--- src/rtl/rst_seq_sync.sv ---
// Reset sequencer: synchronises the async rst_n release, then releases NUM_OUT
// active-low reset channels in order, with a timed soft-reset hold.
module rst_seq_sync #(
    parameter int SYNC_STAGES = 2,
    parameter int NUM_OUT     = 4,
    parameter int GAP_CYCLES  = 16,
    parameter int SOFT_CYCLES = 8
) (
    input  logic               clk,
    input  logic               rst_n,
    input  logic               soft_rst_req,
    output logic [NUM_OUT-1:0] rst_out_n,
    output logic               rst_done,
    output logic               soft_busy
);

    localparam int MAX_CYC = (GAP_CYCLES > SOFT_CYCLES) ? GAP_CYCLES : SOFT_CYCLES;
    localparam int CNT_W   = $clog2(MAX_CYC + 1);
    localparam int IDX_W   = $clog2(NUM_OUT + 1);

    // The gap counter is reloaded one short: the expiry edge itself is the last gap edge.
    localparam logic [CNT_W-1:0] GAP_LOAD  = CNT_W'(GAP_CYCLES - 1);
    localparam logic [CNT_W-1:0] SOFT_LOAD = CNT_W'(SOFT_CYCLES);
    localparam logic [CNT_W-1:0] CNT_ONE   = CNT_W'(1);
    localparam logic [IDX_W-1:0] IDX_ONE   = IDX_W'(1);
    localparam logic [IDX_W-1:0] IDX_ALL   = IDX_W'(NUM_OUT);

    typedef enum logic [1:0] {
        HOLD    = 2'd0,
        RELEASE = 2'd1,
        DONE    = 2'd2,
        SOFT    = 2'd3
    } state_e;

    logic [SYNC_STAGES-1:0] sync_q, sync_d;
    logic                   sync_rst_n;
    state_e                 state_q, state_d;
    logic [CNT_W-1:0]       cnt_q, cnt_d;
    logic [IDX_W-1:0]       idx_q, idx_d;
    logic [NUM_OUT-1:0]     rst_out_n_q, rst_out_n_d;
    logic                   rst_done_q, rst_done_d;
    logic                   soft_busy_q, soft_busy_d;

    // Thermometer code: channels below the released count are high.
    function automatic logic [NUM_OUT-1:0] released_mask(input logic [IDX_W-1:0] count);
        logic [NUM_OUT-1:0] mask;
        mask = '0;
        for (int i = 0; i < NUM_OUT; i++) begin
            mask[i] = (IDX_W'(i) < count);
        end
        return mask;
    endfunction

    // Synchroniser shift input: constant one entering the chain.
    always_comb begin
        sync_d = {sync_q[SYNC_STAGES-2:0], 1'b1};
    end

    assign sync_rst_n = sync_q[SYNC_STAGES-1];

    // Synchroniser chain, cleared asynchronously by rst_n.
    always_ff @(posedge clk or negedge rst_n) begin
        if (!rst_n) begin
            sync_q <= '0;
        end else begin
            sync_q <= sync_d;
        end
    end

    // Next-state, shared counter and channel index.
    always_comb begin
        state_d = state_q;
        cnt_d   = cnt_q;
        idx_d   = idx_q;
        case (state_q)
            HOLD: begin
                if (sync_rst_n) begin
                    idx_d = IDX_ONE;
                    cnt_d = GAP_LOAD;
                    if (NUM_OUT == 1) begin
                        state_d = DONE;
                    end else begin
                        state_d = RELEASE;
                    end
                end else begin
                    idx_d = '0;
                    cnt_d = '0;
                end
            end
            RELEASE: begin
                if (soft_rst_req) begin
                    state_d = SOFT;
                    idx_d   = '0;
                    cnt_d   = SOFT_LOAD;
                end else if (cnt_q == '0) begin
                    idx_d = idx_q + IDX_ONE;
                    if ((idx_q + IDX_ONE) == IDX_ALL) begin
                        state_d = DONE;
                        cnt_d   = '0;
                    end else begin
                        cnt_d = GAP_LOAD;
                    end
                end else begin
                    cnt_d = cnt_q - CNT_ONE;
                end
            end
            DONE: begin
                if (soft_rst_req) begin
                    state_d = SOFT;
                    idx_d   = '0;
                    cnt_d   = SOFT_LOAD;
                end else begin
                    state_d = DONE;
                end
            end
            SOFT: begin
                if (soft_rst_req) begin
                    cnt_d = SOFT_LOAD;
                end else if (cnt_q == '0) begin
                    idx_d = IDX_ONE;
                    cnt_d = GAP_LOAD;
                    if (NUM_OUT == 1) begin
                        state_d = DONE;
                    end else begin
                        state_d = RELEASE;
                    end
                end else begin
                    cnt_d = cnt_q - CNT_ONE;
                end
            end
            default: begin
                state_d = HOLD;
                cnt_d   = '0;
                idx_d   = '0;
            end
        endcase
    end

    // Outputs are computed from the next state so they change on the same edge.
    always_comb begin
        rst_out_n_d = released_mask(idx_d);
        rst_done_d  = (state_d == DONE);
        soft_busy_d = (state_d == SOFT);
    end

    // State, counter, index and registered outputs.
    always_ff @(posedge clk or negedge rst_n) begin
        if (!rst_n) begin
            state_q     <= HOLD;
            cnt_q       <= '0;
            idx_q       <= '0;
            rst_out_n_q <= '0;
            rst_done_q  <= 1'b0;
            soft_busy_q <= 1'b0;
        end else begin
            state_q     <= state_d;
            cnt_q       <= cnt_d;
            idx_q       <= idx_d;
            rst_out_n_q <= rst_out_n_d;
            rst_done_q  <= rst_done_d;
            soft_busy_q <= soft_busy_d;
        end
    end

    assign rst_out_n = rst_out_n_q;
    assign rst_done  = rst_done_q;
    assign soft_busy = soft_busy_q;

endmodule

--- config.mk ---
export PLATFORM = sky130hd
export DESIGN_NAME = rst_seq_sync
export DESIGN_NICKNAME = d
export VERILOG_FILES = /design/src/rtl/rst_seq_sync.sv
export SDC_FILE = /design/constraint.sdc
export NUM_CORES = 1
export LEC_CHECK = 0
export BUFFER_PORTS_ARGS = -buffer_cell sky130_fd_sc_hd__buf_2
export CAP_MARGIN = 15
export CELL_PAD_IN_SITES_DETAIL_PLACEMENT = 0
export CELL_PAD_IN_SITES_GLOBAL_PLACEMENT = 1
export CORE_ASPECT_RATIO = 1.5
export CORE_UTILIZATION = 40
export DETAILED_ROUTE_END_ITERATION = 16
export PLACE_DENSITY_LB_ADDON = 0.1
export SYNTH_ARGS = -nofsm -noshare
export SYNTH_HDL_FRONTEND = slang
export SYNTH_SLANG_ARGS = --single-unit
--- constraint.sdc ---
create_clock -name clk -period 2 [get_ports clk]
set_clock_uncertainty 0.1 [all_clocks]
set_input_delay 0.1 -clock clk [delete_from_list [all_inputs] [get_ports clk]]
set_output_delay 0.1 -clock clk [all_outputs]
set_load 0.01 [all_outputs]
==> flow_summary.yaml <==
timing:
  slew_violations: 0
  period_minus_slack_ps: 2020
  fin_hold_ws_ps: 84.6
  hold_viol_final: 0
  grt_setup_unrepaired: "yes"
  period_share_pct: 101
  worst_slack_ps: -21.7
  finalSetupViolCount: 1
  max_freq_mhz: 495
worst_setup_path:
  critPathSlowestCell: "dfrtp_1"
  cp_cell_sequence: "inv_2 -> ha_4 -> nor4b_4 -> inv_4 -> ha_4 -> nor2b_4 -> o211ai_1 -> o311a_1 -> o211ai_1"
  cp-end-kind: "register"
  r2r_slack_ps: -20
  worstPathArrival_ps: 2100
  critical_path_class: "register to register"
  critical_path_required_ps: 2080
  path_max_fanout: 3
  startpoint_type: "register"
  slowest_delay_ps: 400
clocking:
  clock_latency_ps: 300
  cts_max_path_buffers: 2
  clock-sinks: 17
  clk_pin_slew_worst_paths_ps: 110
  cts_tree: "done"
  clock-root-buffer: "clkbuf_4"
  numCtsBuffers: 3
  htreeDepth: 1
status:
  status: "finished with violations"
  failed_checks: "negative setup slack"
grt:
  grt_overflow: 0
  grt.total_usage_pct: 17.1
  grt_antenna_before_repair: 0
  grt_max_degree: 18
  grt_pass1_vias: 753
  grt_pass1_wl_um: 3410
min_path:
  min_path_type: "primary input to register"
power:
  peakVddDrop_mv: 0.345
  power_switching_mw: 0.307
  p_per_area_nw_per_um2: 814
  swShare_pct: 33.1
  internal_power_mw: 0.619
  p_total_mw: 0.925
  p_clk_share_pct: 20.7
  comb_power_share_pct: 33.7
  seqPwrFrac_pct: 45.6
  power_leakage_nw: 0.518
detailed_routing:
  wl_met3_um: 39
  dr.pass1.iters: 4
  wl_per_cell_um: 14.8
  route.met2.wl_um: 1060
  m1WireLength_um: 877
  top_layer: "met4"
  remaining_drc_errors: 0
  drtIter0Drc: 15
  antenna_left: 0
  num_vias: 760
  via_per_inst: 5.59
  drt-total-wl_um: 2010
layout:
  final_cell_mix: "dfrtp_1 (17), buf_4 (11), inv_1 (8), buf_2 (8), o21ai_0 (7)"
  drive_gt1_share_pct: 31.0
  seq_area_um2: 425
  final_common_cell: "dfrtp_1"
  areaGrowthSynthToFinish_pct: 16.2
  multi_input_area_um2: 479
  antennaDiodeCount: 0
  nets: 121
  num-fill-cells: 222
placed_design:
  finalWeightedCongestion: 0.787
  portBuffers: 8
  hpwlAfterDp_um: 1470
floorplan:
  dieWidth_um: 42.4
  fp-row-count: 21
  ios: 9
  die_height_um: 62.6
  start_util_pct: 43.3
  fp.dieArea_um2: 2650
  core_area_um2: 2260
job:
  max_cap_viol_count: 0
synth:
  ys_async_sr_fraction_pct: 100
  ys_seq_elements: 17
  avgSynthCellArea_um2: 10.3
  synthCells: 95
  yosysSeqAreaShare_pct: 43.5
  syn_nets: 102
  synth_warnings: 0
  synth_area_um2: 978
  yosysUniqueCellTypes: 32
  synth_edf_count: 0
  synth_flop_cell: "dfrtp_1"
[routing by layer]
metal,track usage (%),vias up
li1,-,378
met1,19.5,368
met2,30.6,10
met3,1.73,4
met4,8.20,0
met5,0,-
[cells by family after synthesis]
group	Yosys count	share of synthesized area, %
other	1	0.383
adder cells (fa/ha/maj)	4	5.12
buffers and inverters	17	10.9
flip-flops	17	43.5
AND/OR/NAND/NOR	28	17.8
AO/OA/AOI/OAI	28	22.4
[metrics by stage]
| stage | setup WS, ps | TNS [ps] | cells | util (%) | area [um^2] |
|---|---|---|---|---|---|
| 2_1_floorplan | -57.1 | -109 | 95 | - | 996 |
| 3_3_place_gp | -40.2 | -40.2 | 126 | 46.2 | 1040 |
| 3_5_place_dp | -80.0 | -111 | 126 | 46.2 | 1040 |
| 4_1_cts | -51.3 | -60.9 | 132 | 49.0 | 1110 |
| 5_1_grt | -132 | -274 | 136 | 50.3 | 1140 |
| 6_report | -21.7 | -21.7 | 136 | 50.3 | 1140 |
[power by group through the flow]
stage / clock network, mW / logic (mW) / registers [mW]
floorplan: 0 / 0.196 / 0.424
global placement: 0 / 0.268 / 0.428
detailed placement: 0 / 0.270 / 0.427
CTS: 0.200 / 0.295 / 0.423
global route: 0.209 / 0.344 / 0.429
finish: 0.191 / 0.312 / 0.422
[cell type report]
class / instances / area share [%]
Sequential cell: 17 / 37.4
Clock buffer: 3 / 1.98
Tap cell: 23 / 2.53
Timing Repair Buffer: 20 / 11.7
Inverter: 11 / 3.85
Clock inverter: 1 / 0.440
Multi-Input combinational cell: 61 / 42.1
[registers in the layout, summed over array words and instances, names as in the netlist]
signal and cells:
cnt_q 5, idx_q 3, rst_out_n 3, state_q 2
sync_q 2, rst_done 1, soft_busy 1
[worst paths after layout]
check	startpoint	end	depth (start not counted)
min in group asynchronous	rst_n	cnt_q[1]$_DFFE_PN0P_	2
max in group asynchronous	rst_n	rst_out_n[2]$_DFF_PN0_	2
max	cnt_q[0]$_DFFE_PN0P_	rst_out_n[0]$_DFF_PN0_	9
min	soft_rst_req	rst_done$_DFF_PN0_	2
max reg2reg	cnt_q[0]$_DFFE_PN0P_	rst_out_n[0]$_DFF_PN0_	9
min reg2reg	sync_q[0]$_DFF_PN0_	sync_q[1]$_DFF_PN0_	0
[critical path: cells and delay by family (launching register included)]
family | cells | cell delay, ps
DFF | 1 | 400
buffers and inverters | 2 | 140
and+or+nand+nor | 2 | 370
AOI/OAI and AO/OA | 3 | 540
adders and majority gates | 2 | 330
[what timing repair did]
action,4_1_cts,5_1_grt
resized for setup,3,2
hold buffers,1,0
setup buffers,1,4
endpoints found under the setup margin,2,3
hold endpoints to repair,17,0
pin swaps,3,3
[synth_stat cells (all sizes together), types with 2 or more instances]
cell	instances	share of area, %
dfrtp	17	43
inv	11	4.2
o21ai	9	4.6
nor2	6	2.3
nor2b	6	3.8
a21oi	5	2.6
buf	4	3.8
ha	4	5.1
nand2	4	1.5
a211oi	3	2.3
nand3	3	1.5
nor4b	3	4.2
clkbuf	2	2.8
nand2b	2	1.5
o211ai	2	1.5
o221ai	2	4.2
o22ai	2	1.3
Note: power is estimated with default switching activity, not from simulation.
